<file path="config.mk">
export PLATFORM = sky130hd
export DESIGN_NAME = param_universal_shifter
export DESIGN_NICKNAME = d
export VERILOG_FILES = /design/src/rtl/param_universal_shifter.sv
export SDC_FILE = /design/constraint.sdc
export NUM_CORES = 1
export LEC_CHECK = 0
export CAP_MARGIN = 25
export CORE_ASPECT_RATIO = 0.6
export CORE_MARGIN = 1.5
export CORE_UTILIZATION = 30
export DETAILED_ROUTE_END_ITERATION = 8
export GPL_ROUTABILITY_DRIVEN = 0
export MAX_ROUTING_LAYER = met4
export PLACE_DENSITY = 0.53
export SLEW_MARGIN = 20
export SYNTH_ARGS = -nofsm -noshare
export SYNTH_HDL_FRONTEND = slang
export SYNTH_SLANG_ARGS = --single-unit
export TNS_END_PERCENT = 50
</file>
<file path="constraint.sdc">
create_clock -name clk -period 2.6 [get_ports clk]
set_input_delay 0.26 -clock clk [delete_from_list [all_inputs] [get_ports clk]]
set_output_delay 0.26 -clock clk [all_outputs]
set_load 0.02 [all_outputs]
</file>
<file path="src/rtl/param_universal_shifter.sv">
// Universal shift register: hold/load/shift/arith-shift with a multi-cycle step engine.
// Optional rotate opcodes are enabled by defining SHIFTER_ROTATE_EN.
module param_universal_shifter #(
  parameter int WIDTH = 8,
  parameter int CNT_W = 4
) (
  input  logic             clk,
  input  logic             rst,
  input  logic             cmd_valid_i,
  output logic             cmd_ready_o,
  input  logic [2:0]       mode_i,
  input  logic [CNT_W-1:0] count_i,
  input  logic [WIDTH-1:0] data_i,
  input  logic             sin_lsb_i,
  input  logic             sin_msb_i,
  output logic [WIDTH-1:0] data_o,
  output logic             sout_msb_o,
  output logic             sout_lsb_o,
  output logic             busy_o,
  output logic             done_o
);

  typedef enum logic {IDLE, SHIFT} state_t;

  typedef enum logic [2:0] {
    OP_HOLD = 3'b000,
    OP_LOAD = 3'b001,
    OP_SHL  = 3'b010,
    OP_LSR  = 3'b011,
    OP_ASR  = 3'b100,
    OP_ROL  = 3'b101,
    OP_ROR  = 3'b110,
    OP_RSVD = 3'b111
  } op_t;

  state_t           state_q, state_d;
  op_t              mode_q, mode_d;
  logic [WIDTH-1:0] data_q, data_d;
  logic [CNT_W-1:0] cnt_q, cnt_d;
  logic             done_q, done_d;
  logic [WIDTH-1:0] step_val;
  logic             shift_op;
  op_t              mode_in;

  assign mode_in = op_t'(mode_i);

  // Opcodes that need the step engine; everything else completes on the accept edge.
  always_comb begin
    shift_op = 1'b0;
    case (mode_in)
      OP_SHL, OP_LSR, OP_ASR: shift_op = 1'b1;
`ifdef SHIFTER_ROTATE_EN
      OP_ROL, OP_ROR:         shift_op = 1'b1;
`endif
      default:                shift_op = 1'b0;
    endcase
  end

  always_comb begin
    step_val = data_q;
    case (mode_q)
      OP_SHL:  step_val = {data_q[WIDTH-2:0], sin_lsb_i};
      OP_LSR:  step_val = {sin_msb_i, data_q[WIDTH-1:1]};
      OP_ASR:  step_val = {data_q[WIDTH-1], data_q[WIDTH-1:1]};
`ifdef SHIFTER_ROTATE_EN
      OP_ROL:  step_val = {data_q[WIDTH-2:0], data_q[WIDTH-1]};
      OP_ROR:  step_val = {data_q[0], data_q[WIDTH-1:1]};
`endif
      default: step_val = data_q;
    endcase
  end

  always_comb begin
    state_d = state_q;
    data_d  = data_q;
    mode_d  = mode_q;
    cnt_d   = cnt_q;
    done_d  = 1'b0;
    case (state_q)
      IDLE: begin
        if (cmd_valid_i) begin
          if (shift_op && (count_i != '0)) begin
            state_d = SHIFT;
            mode_d  = mode_in;
            cnt_d   = count_i;
          end else begin
            done_d = 1'b1;
            if (mode_in == OP_LOAD) data_d = data_i;
          end
        end
      end
      SHIFT: begin
        data_d = step_val;
        cnt_d  = cnt_q - CNT_W'(1);
        if (cnt_q == CNT_W'(1)) begin
          state_d = IDLE;
          done_d  = 1'b1;
        end
      end
      default: state_d = IDLE;
    endcase
  end

  always_ff @(posedge clk) begin
    if (rst) begin
      state_q <= IDLE;
      mode_q  <= OP_HOLD;
      data_q  <= '0;
      cnt_q   <= '0;
      done_q  <= 1'b0;
    end else begin
      state_q <= state_d;
      mode_q  <= mode_d;
      data_q  <= data_d;
      cnt_q   <= cnt_d;
      done_q  <= done_d;
    end
  end

  assign data_o      = data_q;
  assign sout_msb_o  = data_q[WIDTH-1];
  assign sout_lsb_o  = data_q[0];
  assign cmd_ready_o = (state_q == IDLE);
  assign busy_o      = (state_q == SHIFT);
  assign done_o      = done_q;

endmodule

</file>
==> results.txt, run 1 <==
* Kind of capture point of the worst setup path: primary output
* Root cell of the clock tree: sky130_fd_sc_hd__clkbuf_8
- Register Area: 340 um^2
- The number of antenna diodes in the final layout is 0.
- Most frequent cells in the layout: sky130_fd_sc_hd__clkdlybuf4s50_1, sky130_fd_sc_hd__dfxtp_1, sky130_fd_sc_hd__nor2_1
- Number of instances in the synthesized netlist: 114
* Initial Utilization: 31.3%
- Across all register-to-register paths, the minimum setup slack is 0.82 ns.
* Post-layout net count: 167
- Summing over every cut layer, the via total after detailed routing is 985.
* Clock Path Buffers: 2
- The max-slew violation count came to 0.
* Class of the worst hold path: reg -> reg
* Leakage power summed over all cells: 0.559 nW
* First-pass GRT wire length: 4090 um
* Average size of a mapped cell: 8.85 um^2
* Length in cells of the worst reg-to-reg path: 4
- Max FO, Critical Path: 17
- Iteration-0 DRC count of the detailed router: 64
* Minimum setup slack after placement: 0.550 ns
- For this run the aggregate overflow at the end of global routing stands at 0.
* Top-area cell type share of the netlist area: 33.7%
- Nets in the synthesized netlist: 136
- In this run the power density over the cells is 490 nW/um^2.
- Maximum vdd ir drop: 0.259 mV
- Summed over all nets, the half-perimeter wirelength after detailed placement is 2080 um.
- By startpoint and endpoint, the worst setup path is classified as reg -> out.
* Via count of the first global-routing pass: 843
- Buffers added to address setup during post-CTS repair amount to 0.
- In this run the tightest slew margin relative to its limit is 56.7%.
- Setup violations remaining at the end of the flow were counted as 0.
- The die covers 3730 um^2.
- Setup total negative slack on the finished layout was measured at 0 ns.
- The count of endpoints failing hold in the final timing report came to 0.
- Worst Path Required: 2.34 ns
- Maximum number of pins on one net before global-route repair: 18
- Clock tree synthesis inserted a total of 3 buffers.
* Standard cell core area: 3220 um^2
- Vertical die dimension: 47.9 um
- Initial antenna violation count: 0
- Clock input transition at the sequential cells of the worst setup and hold paths: 0.06 ns
* Number of synthesized register bits: 17
- In this run the critical register-to-register path is captured at data_o[1].
- STA classifies the critical path startpoint as a flip-flop.
* Post-synthesis instance area: 1010 um^2
* Post-synth cell types: 39
- For this run, the number of Yosys warnings is 0.
* H-tree depth reported by CTS: 1
- DRC violation count after routing: 0
* RSZ-0062 raised after global routing: false
* Commonest non-fill, non-tap cell in the layout: sky130_fd_sc_hd__clkdlybuf4s50_1
* Reg2reg start: busy_o
- Arr. time, crit path: 1.62 ns
- Wire length per cell after detailed routing: 14.4 um
- Of the cells placed in the final design, the portion with a size suffix greater than 1 is 13.9%.
- At the pin with the least slew margin, the transition time is 0.650 ns.
- Compared with the post-synthesis result, the final layout area differs by 39.0%.
- Clock Skews: 0.000747 ns
- Worst Hold Path Cells: 1
- Total global-route track usage: 15.2%
- Synth top area cells: sky130_fd_sc_hd__dfxtp_1, sky130_fd_sc_hd__mux2i_1, sky130_fd_sc_hd__a32o_1
* Post-cts resize count: 0
* Vias per cell: 5.21
- TritonCTS built the clock tree.
* Clock latency of the later-clocked register in the worst-skew pair: 0.25 ns
- Synth area leader: sky130_fd_sc_hd__dfxtp_1
- Max cap viols: 0
- Summing all multi-input logic gate instances after layout gives 609 um^2.
- For this design, the sink count on the clock tree is 17.
* Number of inserted filler cells in the final layout: 322
* Cell row count: 16
* Input/output buffers: 32
- In this run the count of I/O pins placed on the die edge is 33.
- Hold repair after CTS inserted 0 buffers.
* Hold Crit Endpoint: data_o[3]
- The routed design could run at a clock period as short as 1.88 ns.
* Fmax achieved: 531 MHz
* Die Wd: 77.9 um
- Hold path startpoint: data_o[3]
- Count of antenna-violating nets left after detailed routing: 0
* Final Cycle Share: 72.5%
- Portion of the post-synthesis area used by sequential elements: 33.7%
- Final worst-path setup slack: 0.716 ns
- Summed over all layers, the routed wires come to 2720 um.
- The first detailed-routing pass ran for 4 iterations.
- The flow ran to the end, and the final reports show no timing, DRC or antenna violations.
==> sequential cells by signal (all words and copies together) (netlist names) <==
register  count
busy_o        1
done_o        1
data_o        8
cnt_q         4
mode_q        3
==> cell type report <==
cell class	instances	share of cell area, %
inverters	4	1.07
flip-flops and latches	17	24.3
multi-input cells	85	43.5
repair buffers	34	23.9
clock buffers	4	3.21
well taps	45	4.02
==> through the flow <==
| stage | area, um^2 | instances | util (%) | power (mW) | hold slack (ns) |
|---|---|---|---|---|---|
| global route | 1400 | 189 | 43.5 | 0.721 | 0.525 |
| floorplan | 1010 | 114 | - | 0.412 | 0.370 |
| CTS | 1400 | 189 | 43.5 | 0.695 | 0.505 |
| finish | 1400 | 189 | 43.5 | 0.687 | 0.500 |
| global placement | 1360 | 185 | 42.1 | 0.492 | 0.485 |
| detailed placement | 1360 | 185 | 42.1 | 0.491 | 0.485 |
==> worst max path at each step <==
| stage | startpoint | end | slack [ns] | cells after the start |
|---|---|---|---|---|
| 4_1_cts | busy_o | cmd_ready_o | 0.72 | 3 |
| 3_5_place_dp | cmd_valid_i | data_o[4] | 0.55 | 5 |
| 6_report | busy_o | cmd_ready_o | 0.72 | 3 |
| 3_3_place_gp | cmd_valid_i | data_o[4] | 0.51 | 5 |
| 5_1_grt | busy_o | cmd_ready_o | 0.65 | 3 |
| 2_1_floorplan | busy_o | data_o[3] | 0.90 | 6 |
==> cell usage after synthesis <==
cell and number:
sky130_fd_sc_hd__o311a_1 1, sky130_fd_sc_hd__a21oi_1 8, sky130_fd_sc_hd__a211oi_2 1, sky130_fd_sc_hd__buf_4 3
sky130_fd_sc_hd__a21o_2 1, sky130_fd_sc_hd__a21o_1 1, sky130_fd_sc_hd__dfxtp_1 17, sky130_fd_sc_hd__a2bb2oi_1 1
sky130_fd_sc_hd__or3_1 1, sky130_fd_sc_hd__and3b_1 1, sky130_fd_sc_hd__nand3_1 5, sky130_fd_sc_hd__or4b_2 1
sky130_fd_sc_hd__nor4_1 1, sky130_fd_sc_hd__or2_4 1, sky130_fd_sc_hd__o211ai_2 1, sky130_fd_sc_hd__nor4bb_1 1
sky130_fd_sc_hd__mux2i_1 9, sky130_fd_sc_hd__a21oi_2 1, sky130_fd_sc_hd__or4_1 1, sky130_fd_sc_hd__nor2_1 12
sky130_fd_sc_hd__clkbuf_1 3, sky130_fd_sc_hd__xor2_1 1, sky130_fd_sc_hd__nor3b_2 1, sky130_fd_sc_hd__o21a_1 1
sky130_fd_sc_hd__nor2b_1 3, sky130_fd_sc_hd__o211a_1 1, sky130_fd_sc_hd__clkbuf_2 2, sky130_fd_sc_hd__inv_1 3
sky130_fd_sc_hd__a311oi_1 2, sky130_fd_sc_hd__a22oi_1 2, sky130_fd_sc_hd__a32o_1 7, sky130_fd_sc_hd__o311ai_0 1
sky130_fd_sc_hd__o21ai_0 5, sky130_fd_sc_hd__nand2_1 2, sky130_fd_sc_hd__or2_2 7, sky130_fd_sc_hd__ha_1 2
sky130_fd_sc_hd__nor3b_1 1, sky130_fd_sc_hd__o21ai_1 1, sky130_fd_sc_hd__inv_2 1
==> routing by layer <==
metal  vias to the layer above  track usage (%)  share of wire [%]
li1                        485                -                  -
met4                         0             4.73                1.3
met3                         5             4.19                4.8
met1                       469             20.3                 51
met2                        26             22.3                 43
met5                         -                -                  0
==> critical path, stage by stage, from the launching register on <==
cell and delay, ns:
sky130_fd_sc_hd__dfxtp_1 0.41, sky130_fd_sc_hd__inv_2 0.09, sky130_fd_sc_hd__buf_4 0.22, sky130_fd_sc_hd__clkdlybuf4s50_1 0.64
==> cell families (layout without fill, tap and decap cells) <==
kind of cell,Yosys count,in the layout,synth area share [%]
compound gates,35,35,26.6
xor+xnor,1,1,0.869
fa+ha+maj,2,2,2.48
buf+inv,12,42,5.83
flops,17,17,33.7
mux,9,9,8.93
simple gates,38,38,21.6
==> power breakdown <==
group	total (mW)	leakage (nW)	internal (mW)	switching, mW
sequential	0.300	0.139	0.280	0.0199
combinational	0.187	0.397	0.0972	0.0896
clock	0.201	0.0228	0.109	0.0918
total	0.687	0.559	0.486	0.201
(Power assumes the default switching activity.)
==> run 2, diff against run 1 <==
- clock period: 2.6 -> 1.95 ns (I/O delays scaled with it)
==> run 2 against run 1 <==
  * Global-route usage rose by 0.13 points
  * Count of clock-buffer cells in the layout did not move
  * Total power rose by 34%
  * Routed wire length rose by 0.63%
  * Via count fell by 0.91%
  * Non-clock buffer count rose by 5
  * First-iteration DRC count fell by 25%
  * Largest power group unchanged
  * Sequential cell count did not move
  * Die area did not move
==> results.txt, run 2 (same netlist as run 1, synthesis figures left out) <==
- Remaining Overflow, GRT: 0 (unchanged)
* Crit. path cell count: 4 (+1)
- Path type of the worst setup path: reg -> reg
- Class of the worst hold path: reg -> reg
- CP cell instances: nor3b_2, or3_1, a21oi_1, a32o_1
- The max-slew violation count is 0 (unchanged).
* Standard cell core area: 3220 um^2 (unchanged)
* Kind of capture point of the worst setup path: flip-flop
- Hold path startpoint: data_o[3]
* Final Cycle Share: 89.1%
- The tree is rooted in a sky130_fd_sc_hd__clkbuf_8.
- Slew at the pin closest to its max-slew limit: 0.641 ns (-0.00923 ns)
* Initial Utilization: 31.3% (unchanged)
* Maximum vdd ir drop: 0.287 mV (+11%)
* Via count of the first global-routing pass: 848 (+0.59%)
- The met3 usage is 3.62% (-0.57 points).
- First-pass GRT wire length: 4140 um (+1.2%)
- TritonCTS clock tree: done
- The layer flagged by global routing as most heavily used is met2.
- The total I/O pin count was 33 (unchanged).
- Die footprint: 3730 um^2 (unchanged)
- The buffers plus inverters on the worst setup path is 0 (-3).
* Run status: complete, no violations
- The number of buffers created by CTS is 3 (unchanged).
* Commonest non-fill, non-tap cell in the layout: sky130_fd_sc_hd__clkdlybuf4s50_1
* Antenna diodes: 0 (unchanged)
- The met1 track demand over resource is 21.3% (+0.99 points).
* Setup Fix Bufs, Post-CTS: 0 (unchanged)
- Input/output buffers: 32 (unchanged)
- The via count normalized by instance count was 5.03 (-3.5%).
- Fmax achieved: 576 MHz
- The maximum net fanout on the critical path came to 7 (-10).
- Reg2reg start: mode_q[0]
- The global routing usage on met2 came to 21.9% (-0.35 points).
* Clock input transition at the sequential cells of the worst setup and hold paths: 0.07 ns (about the same)
* Share of post-route cells with drive strength above 1: 16.8% (+2.9 points)
- Initial antenna violation count: 0 (unchanged)
* Worst Path Required: 2.14 ns (-0.20 ns)
- Clock Path Buffers: 2 (unchanged)
- Leakage power summed over all cells: 0.583 nW (+4.4%)
- The worst clock skew came to 0.0106 ns (+0.00983 ns).
- The die outline height came to 47.9 um (unchanged).
- Start point of the critical path: mode_q[0]
* Maximum number of pins on one net before global-route repair: 18 (unchanged)
- Crit path largest cell delay: 0.52 ns (-0.12 ns)
* Number of flip-flops under the largest register name: 8 (unchanged)
- The post-layout total power is 920 uW (+34%).
- Total global-route track usage: 15.3% (+0.13 points)
- Last element of the critical path: data_o[4]
- The worst relative slew slack is 57.3% (+0.61 points).
- The hold buffer count at CTS was 0 (unchanged).
- The arrival time at the worst endpoint came to 1.93 ns (+0.31 ns).
* Detailed-routing iteration count for the pre-antenna-repair pass: 4 (unchanged)
* Register-to-register setup slack: 0.21 ns (-0.61 ns)
- Cell row count: 16 (unchanged)
- DRC violation count after routing: 0 (unchanged)
- HPWL after detailed placement: 2140 um (+2.5%)
- Clock latency of the later-clocked register in the worst-skew pair: 0.26 ns (about the same)
* Synthesis-to-layout area growth: 42.7%
- The total of fill cells in the finished design was 316 (-1.9%).
- H-tree depth reported by CTS: 1 (unchanged)
- Iteration-0 DRC count of the detailed router: 48 (-25%)
* Most frequent cells in the layout: sky130_fd_sc_hd__clkdlybuf4s50_1, sky130_fd_sc_hd__dfxtp_1, sky130_fd_sc_hd__nor2_1
- The number of nets in the layout was 172 (+3.0%).
- Length in cells of the worst reg-to-reg path: 4 (unchanged)
- The average wire length per cell after detail routing was 14.1 um (-2.0%).
* Power density cells: 640 nW/um^2 (+30%)
- The count of endpoints failing hold in the final timing report came to 0 (unchanged).
- The sum of negative setup slack came to 0 ns (unchanged).
* Count of antenna-violating nets left after detailed routing: 0 (unchanged)
- Final routed wirelength across all metal layers: 2740 um (+0.63%)
- Clock period minus final worst setup slack: 1.74 ns
- Type of origin of the critical path: flip-flop
* Total via count in the routed design: 976 (-0.91%)
* Final setup violation count: 0 (unchanged)
* RSZ-0062 raised after global routing: false
- Critical path's top delay family: compound AO/OA/AOI/OAI gates
- CP max-delay cell: sky130_fd_sc_hd__a21oi_1
* Post-cts resize count: 0 (unchanged)
- The worst register-to-register path ends at data_o[4].
- The overall die width is 77.9 um (unchanged).
* Number of clock sinks seen by CTS: 17 (unchanged)
- Max cap viols: 0 (unchanged)
-- run 2: cell types whose count changed in the layout (fill, tap and decap cells not counted), sizes merged --
cell and change:
buf +5
-- run 2: worst min path at each step --
stage	to	cells past startpoint	slack (ns)
after floorplan	mode_q[1]	1	0.30
after global placement	data_o[2]	1	0.48
after detailed placement	data_o[1]	1	0.48
after CTS	cnt_q[3]	2	0.50
after global routing	data_o[2]	1	0.52
final	data_o[3]	1	0.49
-- run 2: stage by stage --
step | instance area (um^2) | utilization [%] | worst slack [ns] | hold slack (ns) | std cells
finish | 1440 | 44.6 | 0.213 | 0.495 | 194
global route | 1440 | 44.6 | 0.110 | 0.520 | 194
CTS | 1440 | 44.6 | 0.226 | 0.501 | 194
detailed placement | 1390 | 43.2 | 0.0123 | 0.484 | 190
global placement | 1390 | 43.2 | 0.117 | 0.479 | 190
floorplan | 1010 | - | 0.254 | 0.305 | 114
-- run 2: layer usage --
layer / part of all wire [%] / vias up
met2: 42 / 20
li1: - / 494
met1: 53 / 460
met4: 0.69 / 0
met3: 4.1 / 2
met5: 0 / -
-- run 2: where the power goes --
| part | internal [mW] | leakage, nW | switching [mW] |
|---|---|---|---|
| registers | 0.373 | 0.139 | 0.0244 |
| clock network | 0.145 | 0.0228 | 0.120 |
| logic | 0.136 | 0.422 | 0.121 |
| total | 0.654 | 0.583 | 0.266 |
-- run 2: final cells by class --
type | count | area (um^2) | share of cell area, %
Timing Repair Buffer | 39 | 373 | 25.9
Multi-Input combinational cell | 85 | 609 | 42.3
Inverter | 4 | 15.0 | 1.04
Tap cell | 45 | 56.3 | 3.91
Clock buffer | 4 | 45.0 | 3.13
Sequential cell | 17 | 340 | 23.7
